`src/rtl/apb_dual_requester_arbiter.sv`:
```
// apb_dual_requester_arbiter: shares one downstream APB completer between two
// APB requesters (port 0 = QSPI management bridge, port 1 = on-chip sequencer).
// Round-robin arbitration with one transfer in flight. The downstream transfer
// is driven from registered copies, so there is no combinational path through
// the arbiter.
// Optional feature: define APB_ARB_TIMEOUT_EN to abort an ACCESS phase after
// TIMEOUT_CYCLES cycles without dn_pready. The abort returns pslverr=1 and prdata=0.
module apb_dual_requester_arbiter #(
    parameter int unsigned DATA_WIDTH     = 16,
    parameter int unsigned ADDR_WIDTH     = 24,
    parameter int unsigned TIMEOUT_CYCLES = 1024
) (
    input  logic                      clk,
    input  logic                      rst,
    input  logic [1:0]                up_psel,
    input  logic [1:0]                up_penable,
    input  logic [1:0]                up_pwrite,
    input  logic [2*ADDR_WIDTH-1:0]   up_paddr,
    input  logic [2*DATA_WIDTH-1:0]   up_pwdata,
    output logic [1:0]                up_pready,
    output logic [DATA_WIDTH-1:0]     up_prdata,
    output logic                      up_pslverr,
    output logic                      dn_psel,
    output logic                      dn_penable,
    output logic                      dn_pwrite,
    output logic [ADDR_WIDTH-1:0]     dn_paddr,
    output logic [DATA_WIDTH-1:0]     dn_pwdata,
    input  logic                      dn_pready,
    input  logic [DATA_WIDTH-1:0]     dn_prdata,
    input  logic                      dn_pslverr,
    output logic [1:0]                grant
);

    localparam int unsigned AW = ADDR_WIDTH;
    localparam int unsigned DW = DATA_WIDTH;

    localparam logic [1:0] ST_IDLE   = 2'd0;
    localparam logic [1:0] ST_SETUP  = 2'd1;
    localparam logic [1:0] ST_ACCESS = 2'd2;
    localparam logic [1:0] ST_RESP   = 2'd3;

    logic [1:0]    state_q, state_d;
    logic          last_grant_q, last_grant_d;   // index of the port served last
    logic          win_idx;

    logic [1:0]    grant_d;
    logic          dn_psel_d, dn_penable_d, dn_pwrite_d;
    logic [AW-1:0] dn_paddr_d;
    logic [DW-1:0] dn_pwdata_d;
    logic [1:0]    up_pready_d;
    logic [DW-1:0] up_prdata_d;
    logic          up_pslverr_d;

    // Penable is not needed for arbitration: psel alone marks a pending request.
    logic          unused_ok;
    assign unused_ok = &{1'b0, up_penable};

`ifdef APB_ARB_TIMEOUT_EN
    localparam logic [15:0] TMO_LIMIT = 16'(TIMEOUT_CYCLES - 1);
    logic [15:0]   tmo_cnt_q, tmo_cnt_d;
    logic          tmo_hit;

    // The counter holds the number of ACCESS cycles already spent.
    // The limit is reached on the last permitted ACCESS cycle.
    assign tmo_hit = (tmo_cnt_q == TMO_LIMIT);

    // ACCESS-phase cycle counter, cleared on entry to SETUP.
    always_ff @(posedge clk or posedge rst) begin
        if (rst) tmo_cnt_q <= '0;
        else     tmo_cnt_q <= tmo_cnt_d;
    end
`endif

    // Round-robin winner: on a tie, pick the port that was not served last.
    always_comb begin
        win_idx = 1'b0;
        if (&up_psel) win_idx = ~last_grant_q;
        else          win_idx = up_psel[1];
    end

    // Next-state logic and next values for the registered outputs.
    always_comb begin
        state_d      = state_q;
        last_grant_d = last_grant_q;
        grant_d      = grant;
        dn_psel_d    = dn_psel;
        dn_penable_d = dn_penable;
        dn_pwrite_d  = dn_pwrite;
        dn_paddr_d   = dn_paddr;
        dn_pwdata_d  = dn_pwdata;
        up_pready_d  = 2'b00;
        up_prdata_d  = '0;
        up_pslverr_d = 1'b0;
`ifdef APB_ARB_TIMEOUT_EN
        tmo_cnt_d    = tmo_cnt_q;
`endif
        case (state_q)
            ST_IDLE: begin
                if (|up_psel) begin
                    grant_d      = win_idx ? 2'b10 : 2'b01;
                    dn_psel_d    = 1'b1;
                    dn_penable_d = 1'b0;
                    dn_pwrite_d  = win_idx ? up_pwrite[1] : up_pwrite[0];
                    dn_paddr_d   = win_idx ? up_paddr[2*AW-1:AW] : up_paddr[AW-1:0];
                    dn_pwdata_d  = win_idx ? up_pwdata[2*DW-1:DW] : up_pwdata[DW-1:0];
`ifdef APB_ARB_TIMEOUT_EN
                    tmo_cnt_d    = '0;
`endif
                    state_d      = ST_SETUP;
                end
            end
            ST_SETUP: begin
                dn_penable_d = 1'b1;
                state_d      = ST_ACCESS;
            end
            ST_ACCESS: begin
`ifdef APB_ARB_TIMEOUT_EN
                tmo_cnt_d = tmo_cnt_q + 16'd1;
`endif
                if (dn_pready) begin
                    dn_psel_d    = 1'b0;
                    dn_penable_d = 1'b0;
                    up_pready_d  = grant;
                    up_prdata_d  = dn_pwrite ? '0 : dn_prdata;
                    up_pslverr_d = dn_pslverr;
                    state_d      = ST_RESP;
                end
`ifdef APB_ARB_TIMEOUT_EN
                else if (tmo_hit) begin
                    dn_psel_d    = 1'b0;
                    dn_penable_d = 1'b0;
                    up_pready_d  = grant;
                    up_prdata_d  = '0;
                    up_pslverr_d = 1'b1;
                    state_d      = ST_RESP;
                end
`endif
            end
            ST_RESP: begin
                last_grant_d = grant[1];
                grant_d      = 2'b00;
                state_d      = ST_IDLE;
            end
            default: begin
                state_d      = ST_IDLE;
                grant_d      = 2'b00;
                dn_psel_d    = 1'b0;
                dn_penable_d = 1'b0;
            end
        endcase
    end

    // State register.
    always_ff @(posedge clk or posedge rst) begin
        if (rst) begin
            state_q      <= ST_IDLE;
            last_grant_q <= 1'b1;
        end else begin
            state_q      <= state_d;
            last_grant_q <= last_grant_d;
        end
    end

    // Registered outputs, including the latched downstream request copies.
    always_ff @(posedge clk or posedge rst) begin
        if (rst) begin
            grant      <= 2'b00;
            dn_psel    <= 1'b0;
            dn_penable <= 1'b0;
            dn_pwrite  <= 1'b0;
            dn_paddr   <= '0;
            dn_pwdata  <= '0;
            up_pready  <= 2'b00;
            up_prdata  <= '0;
            up_pslverr <= 1'b0;
        end else begin
            grant      <= grant_d;
            dn_psel    <= dn_psel_d;
            dn_penable <= dn_penable_d;
            dn_pwrite  <= dn_pwrite_d;
            dn_paddr   <= dn_paddr_d;
            dn_pwdata  <= dn_pwdata_d;
            up_pready  <= up_pready_d;
            up_prdata  <= up_prdata_d;
            up_pslverr <= up_pslverr_d;
        end
    end

endmodule

```
`config.mk`:
```
export PLATFORM = sky130hd
export DESIGN_NAME = apb_dual_requester_arbiter
export DESIGN_NICKNAME = d
export VERILOG_FILES = /design/src/rtl/apb_dual_requester_arbiter.sv
export SDC_FILE = /design/constraint.sdc
export NUM_CORES = 1
export LEC_CHECK = 0
export CELL_PAD_IN_SITES_DETAIL_PLACEMENT = 1
export CELL_PAD_IN_SITES_GLOBAL_PLACEMENT = 1
export CORE_MARGIN = 4
export CORE_UTILIZATION = 30
export DETAILED_ROUTE_END_ITERATION = 10
export PLACE_DENSITY = 0.93
export SLEW_MARGIN = 20
export SYNTH_ARGS = -nofsm -noshare
export SYNTH_HDL_FRONTEND = slang
export SYNTH_SLANG_ARGS = --single-unit
```
`constraint.sdc`:
```
create_clock -name clk -period 4.19 [get_ports clk]
set_input_delay 1.0475 -clock clk [delete_from_list [all_inputs] [get_ports clk]]
set_output_delay 1.0475 -clock clk [all_outputs]
set_load 0.01 [all_outputs]
```
# Word level (Yosys, flattened, before mapping)
# Index checks and enable logic that the tools add are counted.
# classes
addsub	0
mul	0
div_mod_pow	0
order_cmp	0
n_eq_ne	5
shifts	0
n_mux	22
bitwise	1
n_reduce_logical	11
# ops
op	n
$mux 16	4
$mux 24	1
$mux 2	6
$pmux 2 s4	1
$reduce_and 2->1	4
$mux 1	7
$reduce_and 3->1	2
$eq 2x2->1 const B	2
$ne 2x2->1 const B	2
$pmux 2 s2	1
$reduce_bool 2->1	2
$pmux 1 s3	1
$reduce_bool 3->1	1
$eq 2x1->1 const B	1
$logic_not 2->1	1
$pmux 1 s2	1
$reduce_or 2->1	1
$not 1->1	1
# totals
reg_bits	67
latchBits	0
mem_bits_rw	0
rom_bits	0
in_bits	106
out_inout_bits	64
elab_cells	50
mem_count	0

# Logic depth before layout (Yosys ltp)
# Gate-level depths: netlist of run 1.
# depth
ltp_word	5
ltp_mapped	6
mapped_depth_nobuf	5

# Worst setup path before layout of run 1
# No wires, ideal clock.
# synth_path
path_type	in2reg
startpoint	in up_psel[0]
endpoint	reg dn_paddr[0]
setup_ns	0.126
t_arrival_ns	1.786
required_ns	4.064
path_slack_ns	2.279
stages	5
cell_sequence	nand2_1 > and3_1 > buf_6 > buf_6 > a221o_1
# synth_via
elab_chain_cells	3
elab_cells_between_ends	5
cone_classes	mux (2); reduce/logical (3)
# synth_rtl
item	line	source
start: declaration	15	input logic [1:0] up_psel,
$reduce_and 2->1	77	if (&up_psel) win_idx = ~last_grant_q;
$mux 1	77	
$mux 24	104	dn_paddr_d = win_idx ? up_paddr[2*AW-1:AW] : up_paddr[AW-1:0];
end signal: assignment	181	dn_paddr <= dn_paddr_d;
end: declaration	26	output logic [ADDR_WIDTH-1:0] dn_paddr,
# Several ways; a longest one is shown, not always the timed one.
# A chain may end at the register's enable or synchronous reset.

# Worst setup path after layout of run 1
# layout_path
startpoint	in up_psel[0]
endpoint	reg dn_paddr[2]
# The elaborated chain is that of the path after synthesis.

==> impl_metrics.json, run 1 <==
{
  "status": "complete, no violations",
  "num_vias": 2496,
  "whs_ns": 0.497,
  "track_usage_pct": 18.4,
  "post-route-util_pct": 52.2,
  "mostFrequentLayoutCells": "clkdlybuf4s50_1 (167), dfrtp_1 (66), and2_1 (57)",
  "pwr-share-comb_pct": 46.8,
  "cts_resized": 0,
  "synth_top_cell_area_share_pct": 58.6,
  "cp_data_arrival_time_ns": 2.91,
  "cts.path.max_buffers": 2,
  "register_area_um2": 1680,
  "p_clk_share_pct": 19.2,
  "finalWirelength_um": 9800,
  "power_density_nw_per_um2": 625,
  "drt_iter0_markers": 126,
  "fin_skew_ns": 0.0135,
  "maxCapViolations": 0,
  "wl_per_cell_um": 19.4,
  "drc": 0,
  "netlist_area_um2": 2820,
  "r2r_end": "dn_paddr[2]",
  "finish.instance_area_um2": 4800,
  "seq_area_frac_synth_pct": 59.6,
  "drt_pass1_iterations": 4,
  "viasPerCell": 4.95,
  "num-fill-cells": 991,
  "synth_cells": 219,
  "placed_area_um2": 4580,
  "synth-seq-cells": 67,
  "p_int_mw": 2.01,
  "period_minus_slack_ns": 2.65,
  "final_cells": 504,
  "hp-start": "dn_penable",
  "layout-drive-gt1-share_pct": 6.62,
  "yosysWarnings": 0,
  "yosys-top-cells-area": "dfrtp_1 (59%), a221o_1 (15%), and2_1 (13%)",
  "ios": 170,
  "dp_cells": 488,
  "power_frac_seq_pct": 34.0,
  "hpwlAfterDp_um": 7300,
  "dp_slack_ns": 1.24,
  "die_h_um": 105,
  "cts_max_level": 3,
  "io_buffer_count": 167,
  "multi_input_area_um2": 1040,
  "hold_path.class": "flop to flop",
  "crit_type": "input pin to flop",
  "hold_depth": 1,
  "p_sw_share_pct": 32.9,
  "setup_ws_ns": 1.54,
  "root_buffer": "clkbuf_8",
  "grt_overflow": 0,
  "die-area_um2": 11000,
  "synthToLayoutAreaGrowth_pct": 70.3,
  "finalSetupViolCount": 0,
  "critPathLaunchType": "input pin",
  "yosysTopAreaCell": "dfrtp_1",
  "clk_latency_ns": 0.34,
  "yosysUniqueCellTypes": 24,
  "drv_slew": 0,
  "grt_pass1_vias": 2917,
  "switchingPower_mw": 0.985,
  "cts_setup_buffers": 0,
  "ctsHoldBuffers": 0,
  "start_util_pct": 30.6,
  "final_antenna_net_count": 0,
  "syn_nets": 331,
  "core_area_um2": 9200,
  "max_freq_mhz": 378,
  "grt_max_degree": 52,
  "crit_path_end_kind": "flop",
  "clkTransAtPathRegs_ns": 0.08,
  "rsz0062_at_grt": "no",
  "peakVddDrop_mv": 0.247,
  "die_w_um": 105,
  "whs_endpoint": "dn_penable",
  "reg2reg_setup_slack_ns": 1.95,
  "syn_area_per_cell_um2": 12.9,
  "hold_viol_final": 0,
  "gp_congestion": 0.752,
  "p_leak_nw": 2.08,
  "worstPathRequired_ns": 4.45,
  "nNetsFinal": 500,
  "antenna_cells": 0,
  "r2r_start": "state_q[0]",
  "grt_first_pass_wirelength_um": 16000,
  "slew_headroom_pct": 39.7,
  "r2r_cells": 6,
  "clock-sinks": 67,
  "cp_max_fo": 23,
  "antenna_found_initial": 0,
  "rows": 35,
  "min_period_over_period_pct": 63.2,
  "p_total_mw": 3.00,
  "worst_pin_slew_ns": 0.903,
  "setup_tns_ns": 0,
  "final_common_cell": "clkdlybuf4s50_1",
  "tritoncts": "yes",
  "cts_buffers": 9
}
[area by class of cell]
cell class | count | area share (%)
multi-input cells | 133 | 21.7
flip-flops and latches | 67 | 35.0
clock buffers | 11 | 3.16
repair buffers | 172 | 35.6
well taps | 111 | 2.90
inverters | 5 | 0.417
clock inverters | 5 | 1.25
[worst max path at each step]
stage	from	endpoint	slack, ns	depth (start not counted)
4_1_cts	up_psel[0]	dn_paddr[2]	1.55	5
3_5_place_dp	up_psel[0]	dn_paddr[3]	1.24	5
2_1_floorplan	rst	dn_paddr[0]	1.46	1
6_report	up_psel[0]	dn_paddr[2]	1.54	5
5_1_grt	up_psel[0]	dn_paddr[23]	1.42	5
3_3_place_gp	up_psel[1]	dn_paddr[10]	1.27	4
[state kept, by name (all words and copies together) (netlist names)]
signal / cells
dn_paddr: 24
dn_penable: 1
dn_psel: 1
dn_pwdata: 16
dn_pwrite: 1
grant: 2
last_grant_q: 1
state_q: 2
up_prdata: 16
up_pready: 2
up_pslverr: 1
[synth_stat cells]
cell       n
mux2_1     2
a221o_1   41
dfstp_2    1
a22o_1     1
ha_1       6
inv_1      5
nor3b_2    1
buf_6      5
o21ai_1    1
a32o_1     1
nand2_1    4
nor3_1     1
a21oi_1    1
and3_1     4
buf_2      4
and2_1    57
o21ai_0    2
clkbuf_1   5
o31ai_1    2
nor2_1     6
nor2b_1    1
mux2i_1    1
a21bo_1    1
dfrtp_1   66
[per-layer routing]
| layer | share of wire [%] | up-vias | global-route usage [%] |
|---|---|---|---|
| met5 | 0 | - | 0 |
| met4 | 1.1 | 0 | 5.34 |
| met3 | 7.6 | 11 | 5.74 |
| met2 | 52 | 113 | 33.0 |
| met1 | 39 | 1240 | 20.8 |
| li1 | - | 1132 | - |
[power by group through the flow]
stage               logic (mW)  clock network [mW]  registers, mW
global placement          1.36                   0           1.02
global route              1.52               0.619           1.06
CTS                       1.43               0.592           1.03
detailed placement        1.42                   0           1.03
floorplan                0.601                   0           1.12
finish                    1.40               0.574           1.02
[cells by family (layout without fill, tap and decap cells)]
group	after synthesis	count (layout)	share of synthesized area, %
simple gates	74	74	15.7
compound gates	50	50	16.8
fa+ha+maj	6	6	2.67
flops	67	67	59.6
mux	3	3	1.15
buf+inv	19	193	4.04
[worst max-delay path, stage by stage]
cell and delay (ns):
clkdlybuf4s50_1 0.59, nand2_1 0.14, a21oi_4 0.51, buf_4 0.40
a221o_1 0.21
No activity file was read; power rests on OpenSTA's default activity.
==> run 2: changes to the inputs <==
--- a/config.mk
+++ b/config.mk
@@ -8,9 +8,9 @@
 export CELL_PAD_IN_SITES_DETAIL_PLACEMENT = 1
 export CELL_PAD_IN_SITES_GLOBAL_PLACEMENT = 1
 export CORE_MARGIN = 4
-export CORE_UTILIZATION = 30
+export CORE_UTILIZATION = 25
 export DETAILED_ROUTE_END_ITERATION = 10
-export PLACE_DENSITY = 0.93
+export PLACE_DENSITY = 0.83
 export SLEW_MARGIN = 20
 export SYNTH_ARGS = -nofsm -noshare
 export SYNTH_HDL_FRONTEND = slang
==> constraint.sdc (replaced) <==
create_clock -name clk -period 2.4 [get_ports clk]
set_input_delay 0.6 -clock clk [delete_from_list [all_inputs] [get_ports clk]]
set_output_delay 0.6 -clock clk [all_outputs]
set_load 0.01 [all_outputs]
==> run 2 against run 1 <==
Compared with the run above: sequential cell count stayed put; core utilization is 6.9 points lower; cell count is 6.5% higher; routed wire length is 1.3% higher; sequential power is 75% higher; critical endpoint is now grant[1]; clock power is 130% higher; clock skew is 0.0085 ns lower; largest cell class unchanged; register-to-register slack worse by 1.4 ns.
==> impl_metrics.json, run 2 (synthesis results as in run 1) <==
{
  "finalWirelength_um": 9920,
  "worst_path_dominant_cell_family": "buffers and inverters",
  "period_minus_slack_ns": 1.91,
  "cp_max_fo": 5,
  "fin_skew_ns": 0.00502,
  "drt_iter0_markers": 114,
  "dp_cells": 521,
  "cp_slowest_cell": "clkdlybuf4s50_1",
  "worstPathRequired_ns": 1.80,
  "crit_end": "grant[1]",
  "r2r_end": "state_q[1]",
  "grt_pass1_vias": 2936,
  "startpoint": "grant[1]",
  "critPathLaunchType": "flop",
  "grt_first_pass_wirelength_um": 15600,
  "worst_pin_slew_ns": 0.507,
  "setup_tns_ns": 0,
  "r2r_start": "state_q[0]",
  "p_int_mw": 3.80,
  "finalSetupViolCount": 0,
  "tritoncts": "yes",
  "die_w_um": 114,
  "dp_slack_ns": 0.137,
  "grt_overflow": 0,
  "antenna_cells": 0,
  "cts_resized": 0,
  "drv_slew": 0,
  "p_leak_nw": 2.13,
  "final_cells": 537,
  "hold_viol_final": 0,
  "p_clk_share_pct": 23.3,
  "pwr-share-comb_pct": 44.5,
  "cp_data_arrival_time_ns": 1.31,
  "drc": 0,
  "r2r_cells": 5,
  "top_register": "dn_paddr",
  "num_vias": 2523,
  "largest_reg_flops": 24,
  "wl_per_cell_um": 18.5,
  "crit_path_end_kind": "output pin",
  "reg2reg_setup_slack_ns": 0.57,
  "cts_setup_buffers": 0,
  "switchingPower_mw": 1.76,
  "cts_buffers": 9,
  "cts.path.max_buffers": 2,
  "worst-path-stages": 1,
  "p_sw_share_pct": 31.7,
  "viasPerCell": 4.70,
  "hpwlAfterDp_um": 7470,
  "slew_headroom_pct": 66.2,
  "synthToLayoutAreaGrowth_pct": 75.6,
  "track_usage_pct": 15.5,
  "die-area_um2": 13000,
  "clock-sinks": 67,
  "core_area_um2": 10900,
  "root_buffer": "clkbuf_16",
  "drt_pass1_iterations": 3,
  "reg_top3": "dn_paddr x24, dn_pwdata x16, up_prdata x16",
  "io_buffer_count": 167,
  "power_frac_seq_pct": 32.2,
  "mostFrequentLayoutCells": "clkdlybuf4s50_1 (167), dfrtp_1 (66), and2_1 (57)",
  "power_density_nw_per_um2": 1120,
  "path_cells": "clkdlybuf4s50_1",
  "nNetsFinal": 504,
  "cpPeakStageDelay_ns": 0.56,
  "rows": 38,
  "clk_latency_ns": 0.33,
  "num-fill-cells": 1184,
  "crit_buf_inv": 1,
  "die_h_um": 114,
  "peakVddDrop_mv": 0.452,
  "clkTransAtPathRegs_ns": 0.06,
  "final_common_cell": "clkdlybuf4s50_1",
  "gp_congestion": 0.771,
  "crit_type": "flop to output pin",
  "layout-drive-gt1-share_pct": 7.56,
  "rsz0062_at_grt": "no",
  "post-route-util_pct": 45.2,
  "final_antenna_net_count": 0,
  "start_util_pct": 25.8,
  "maxCapViolations": 0,
  "max_freq_mhz": 524,
  "grt_max_degree": 40,
  "antenna_found_initial": 0,
  "ctsHoldBuffers": 0,
  "min_period_over_period_pct": 79.6,
  "status": "complete, no violations",
  "hold_path.class": "flop to flop",
  "cts_max_level": 3,
  "setup_ws_ns": 0.490,
  "ios": 170,
  "p_total_mw": 5.56
}
-- run 2: cell count changes in the layout (fill, tap and decap cells not counted) --
cell        change
inv_6           -1
clkbuf_16       +9
clkbuf_8       -11
clkinv_2        +1
buf_4           +4
clkinvlp_4      +1
inv_2           +1
-- run 2: layout make-up --
class                   count  area, µm²  share of cell area [%]
repair buffers            176       1740                    35.2
flip-flops and latches     67       1680                    33.9
multi-input cells         133       1040                    21.0
clock buffers               9        225                    4.55
well taps                 140        175                    3.54
clock inverters             7       68.8                    1.39
inverters                   5       18.8                   0.380
-- run 2: how the worst min path moves through the flow --
| stage | endpoint | cells past startpoint | start |
|---|---|---|---|
| after floorplan | last_grant_q | 2 | last_grant_q |
| after global placement | dn_penable | 1 | dn_penable |
| after detailed placement | dn_psel | 2 | dn_psel |
| after CTS | dn_psel | 2 | dn_psel |
| after global routing | dn_psel | 2 | dn_psel |
| final | dn_psel | 2 | dn_psel |
-- run 2: metrics by stage --
| stage | hold slack (ns) | area [µm²] |
|---|---|---|
| 3_3_place_gp | 0.466 | 4650 |
| 4_1_cts | 0.510 | 4940 |
| 6_report | 0.504 | 4940 |
| 2_1_floorplan | 0.469 | 2820 |
| 3_5_place_dp | 0.497 | 4650 |
| 5_1_grt | 0.547 | 4940 |
-- run 2: power by group through the flow --
stage	clock network [mW]	logic [mW]	registers, mW
after floorplan	0	1.05	1.95
after global placement	0	2.41	1.77
after detailed placement	0	2.51	1.80
after CTS	1.34	2.53	1.80
after global routing	1.39	2.70	1.85
final	1.30	2.48	1.79
-- run 2: per-layer routing --
metal | vias up | global-route usage, % | routed length [µm]
met5 | - | 0 | 0
met4 | 0 | 7.05 | 269
met3 | 21 | 6.50 | 890
met2 | 110 | 26.6 | 5000
met1 | 1248 | 16.4 | 3760
li1 | 1144 | - | -
==> edit 1: new RTL, config.mk and constraints of run 2 <==
`DATA_WIDTH`: 16 -> 14.
--- a/src/rtl/apb_dual_requester_arbiter.sv
+++ b/src/rtl/apb_dual_requester_arbiter.sv
@@ -7,5 +7,5 @@
 // TIMEOUT_CYCLES cycles without dn_pready. The abort returns pslverr=1 and prdata=0.
 module apb_dual_requester_arbiter #(
-    parameter int unsigned DATA_WIDTH     = 16,
+    parameter int unsigned DATA_WIDTH     = 14,
     parameter int unsigned ADDR_WIDTH     = 24,
     parameter int unsigned TIMEOUT_CYCLES = 1024
Interface: changed (resized dn_prdata, dn_pwdata, up_prdata and up_pwdata); port bits go from 170 to 160. The function was not compared with the original's and may differ.
==> edit 1 against run 2 <==
Clock skew up 5.6 ps; combinational power down 5%; design area down 7.4%; sequential cell count down 4; critical path type is now input port to flip-flop; count of clock-buffer cells in the layout up 6; worst setup slack better by 12 ps; power down 11%; wire length down 11%; synthesized area down 6.0%; highest routed layer unchanged; die area down 5.5%.
==> edit 1: results (changes against run 2) <==
drt total wl = 8.81 mm (-11%)
drt pass-1 iters = 4 (+1)
placed cells = 490 (-6.0%)
Mapped Nets = 309 (-6.6%)
HPWL Detailed = 6.64 mm (-11%)
maximum vdd drop = 373 uV (-17%)
clock root cell = clkbuf_8
RePlAce Congestion = 0.734 (-4.8%)
fraction of layout cells with a size suffix above 1 = 0.0730 (-0.00259)
Final #Nets = 471 (-6.5%)
largest cells by area after synthesis = dfrtp_1, a221o_1, and2_1
fin crit period = 1900 ps (-12.2 ps)
DR WL/cell = 17.4 microns (-5.8%)
worst-path maximum fanout = 39 (+34)
pre-CTS setup slack = 159 ps (+21.6 ps)
outcome = complete, no violations
register area share after synthesis = 0.596 (about the same)
Total Routing Usage GR = 0.149 (-0.00567)
WHS Path Cells = 1 (-1)
Post-Syn Instances = 203 (-7.3%)
CP arrival = 2100 ps (+790 ps)
Setup crit end kind = flip-flop
Worst Tran Pin Value = 486 ps (-21.1 ps)
Synth top cells by count = dfrtp_1, and2_1, a221o_1
Static Leak = 0.00196 uW (-8.0%)
clock skew = 10.6 ps (+5.60 ps)
edit 1: layout make-up:
| cell class | instances | area share |
|---|---|---|
| clock buffers | 15 | 0.0363 |
| clock inverters | 1 | 0.00656 |
| inverters | 3 | 0.00246 |
| multi-input cells | 124 | 0.216 |
| flip-flops and latches | 63 | 0.345 |
| well taps | 136 | 0.0372 |
| repair buffers | 164 | 0.357 |
edit 1: report_power, final:
| part | leakage [uW] | internal, uW | switching (uW) |
|---|---|---|---|
| registers | 0.000805 | 1480 | 208 |
| clock network | 0.0000979 | 540 | 399 |
| logic | 0.00106 | 1380 | 963 |
edit 1: how the worst min path moves through the flow:
stage / from / endpoint / slack (ps)
after floorplan: dn_psel / dn_psel / 540
final: dn_penable / dn_penable / 520
after global placement: grant[0] / grant[0] / 510
after CTS: dn_penable / dn_penable / 540
after detailed placement: dn_penable / dn_penable / 510
after global routing: dn_penable / dn_penable / 570
edit 1: routing by layer:
| layer | global-route usage | vias to the layer above | routed length [microns] |
|---|---|---|---|
| met5 | 0 | - | 0 |
| met4 | 0.0624 | 0 | 150 |
| met2 | 0.269 | 110 | 4510 |
| li1 | - | 1063 | - |
| met1 | 0.154 | 1114 | 3390 |
| met3 | 0.0551 | 13 | 762 |
edit 1: through the flow:
step	hold WS, ps	power [uW]	utilization	instance area (sq um)
finish	524	4970	0.444	4580
global route	565	5320	0.444	4580
CTS	536	5070	0.444	4580
detailed placement	513	4090	0.425	4380
global placement	509	3990	0.425	4380
floorplan	541	2860	-	2650
edit 1: cell families after synthesis:
kind of cell | Yosys count | synth area share
mux | 4 | 0.0165
compound gates | 45 | 0.165
simple gates | 69 | 0.161
buf+inv | 16 | 0.0331
fa+ha+maj | 6 | 0.0283
flops | 63 | 0.596
==> edit 2: new RTL, config.mk and constraints of run 2 <==
Without the edit above. `dn_paddr`, `dn_pwdata` and `up_prdata` no longer have a reset.
--- a/src/rtl/apb_dual_requester_arbiter.sv
+++ b/src/rtl/apb_dual_requester_arbiter.sv
@@ -169,8 +169,5 @@
             dn_penable <= 1'b0;
             dn_pwrite  <= 1'b0;
-            dn_paddr   <= '0;
-            dn_pwdata  <= '0;
             up_pready  <= 2'b00;
-            up_prdata  <= '0;
             up_pslverr <= 1'b0;
         end else begin
@@ -179,12 +176,15 @@
             dn_penable <= dn_penable_d;
             dn_pwrite  <= dn_pwrite_d;
-            dn_paddr   <= dn_paddr_d;
-            dn_pwdata  <= dn_pwdata_d;
             up_pready  <= up_pready_d;
-            up_prdata  <= up_prdata_d;
             up_pslverr <= up_pslverr_d;
         end
     end
 
+    always_ff @(posedge clk) begin
+        dn_paddr  <= dn_paddr_d;
+        dn_pwdata <= dn_pwdata_d;
+        up_prdata <= up_prdata_d;
+    end
+
 endmodule
 
Formal check against the unedited RTL: not equivalent (a bounded check fails within 4 cycles, from zero or initial values and one cycle with rst high).
==> edit 2 against run 2 <==
Power is 27% lower; worst setup slack gained 22 ps; sequential cell count did not move; design area down 3.9%; wire length down 21%; sequential share of layout area grew 3.9 points; sequential power is 6% lower; synthesized area is 4.8% lower; via count down 19%; synthesized cell count is 25% lower; critical path type unchanged; critical endpoint unchanged; largest cell class is now flip-flops and latches.
==> edit 2: results (changes against run 2) <==
Clk pwr share = 0.220 (-0.013)
mux cell area share after synthesis = 0.184 (+0.173)
cell area after layout = 4750 sq um (-3.9%)
Avg Synthesized Cell Area = 16.3 sq um (+26%)
placed cells = 470 (-9.8%)
Flop pwr share = 0.417 (+0.095)
maximum vdd drop = 472 uV (+4.5%)
pre-CTS setup slack = 199 ps (+62.3 ps)
fillers = 1090 (-7.9%)
register area share after synthesis = 0.671 (+0.0748)
clock skew = 5.71 ps (+0.689 ps)
GR Util met2 = 0.215 (-0.0515)
Static Leak = 0.00178 uW (-17%)
DR WL/cell = 16.2 microns (-12%)
Synth top cells by count = edfxtp_1, mux2_2, and2_1, dfxtp_1, dfrtp_1
wl on met1 = 3.15 mm (-16%)
Multi-input gate area = 840 sq um (-19%)
distinct cell type count after synthesis = 27 (+13%)
Net Sw Frac = 0.283 (-0.0343)
EDFF count, synth = 40 (+40)
Non-Filler Instances = 486 (-9.5%)
largest cells by area after synthesis = edfxtp_1, mux2_2, dfxtp_1
die area = 12400 sq um (-4.5%)
non-clock buffer count in the final layout = 174 (-1.1%)
Total Routing Usage GR = 0.129 (-0.0259)
worst-path maximum fanout = 4 (-1)
DR WL met2 = 3.89 mm (-22%)
fraction of layout cells with a size suffix above 1 = 0.186 (+0.110)
HPWL Detailed = 6.33 mm (-15%)
Vias/cell = 4.22 (-10%)
initial DRC count = 51 (-55%)
clock-cell share of area = 0.0387 (-0.0208)
met3 usage = 0.0467 (-0.0183)
met3 routed WL = 726 microns (-18%)
outcome = complete, no violations
CP arrival = 1290 ps (-20 ps)
clock root cell = clkbuf_8
Multi-In Gates = 90 (-32%)
sequential power = 1690 uW (-6%)
vias in the first global route = 2254 (-23%)
Worst Hold Launch = dn_penable
first-pass GRT wire length = 12.4 mm (-20%)
Synth Area in Compound Gates = 0.0317 (-0.137)
RePlAce Congestion = 0.769 (-0.29%)
met1 usage = 0.151 (-0.0127)
Post-DP Area = 4570 sq um (-1.8%)
Mapped Nets = 277 (-16%)
NonClk Buf Share = 0.368 (+0.0164)
Final #Nets = 457 (-9.3%)
-- edit 2: cell types whose count changed after synthesis, sizes merged, moves of 2 or more --
cell    before  now
mux2         2   43
edfxtp       0   40
buf          9    4
inv          5    3
dfrtp       66   10
o21ai        3    0
nor2b        1    3
dfxtp        0   16
and2        57   16
a221o       41    0
clkbuf       5    1
nand2        4    1
-- edit 2: logic make-up (layout without fill, tap and decap cells) --
group                    Yosys count  after routing
flip-flops                        67             67
multiplexers                      44             44
AND/OR/NAND/NOR                   31             31
AO/OA/AOI/OAI                      9              9
buffers and inverters              8            193
adder cells (fa/ha/maj)            6              6
-- edit 2: worst paths after layout --
| path | endpoint | slack, ps | cells past startpoint |
|---|---|---|---|
| min reg2reg | dn_penable | 530 | 1 |
| min in group asynchronous | dn_psel | 570 | 2 |
| max in group asynchronous | last_grant_q | 1500 | 2 |
| max reg2reg | state_q[1] | 620 | 5 |
| min | dn_penable | 530 | 1 |
| max | grant[1] | 510 | 1 |
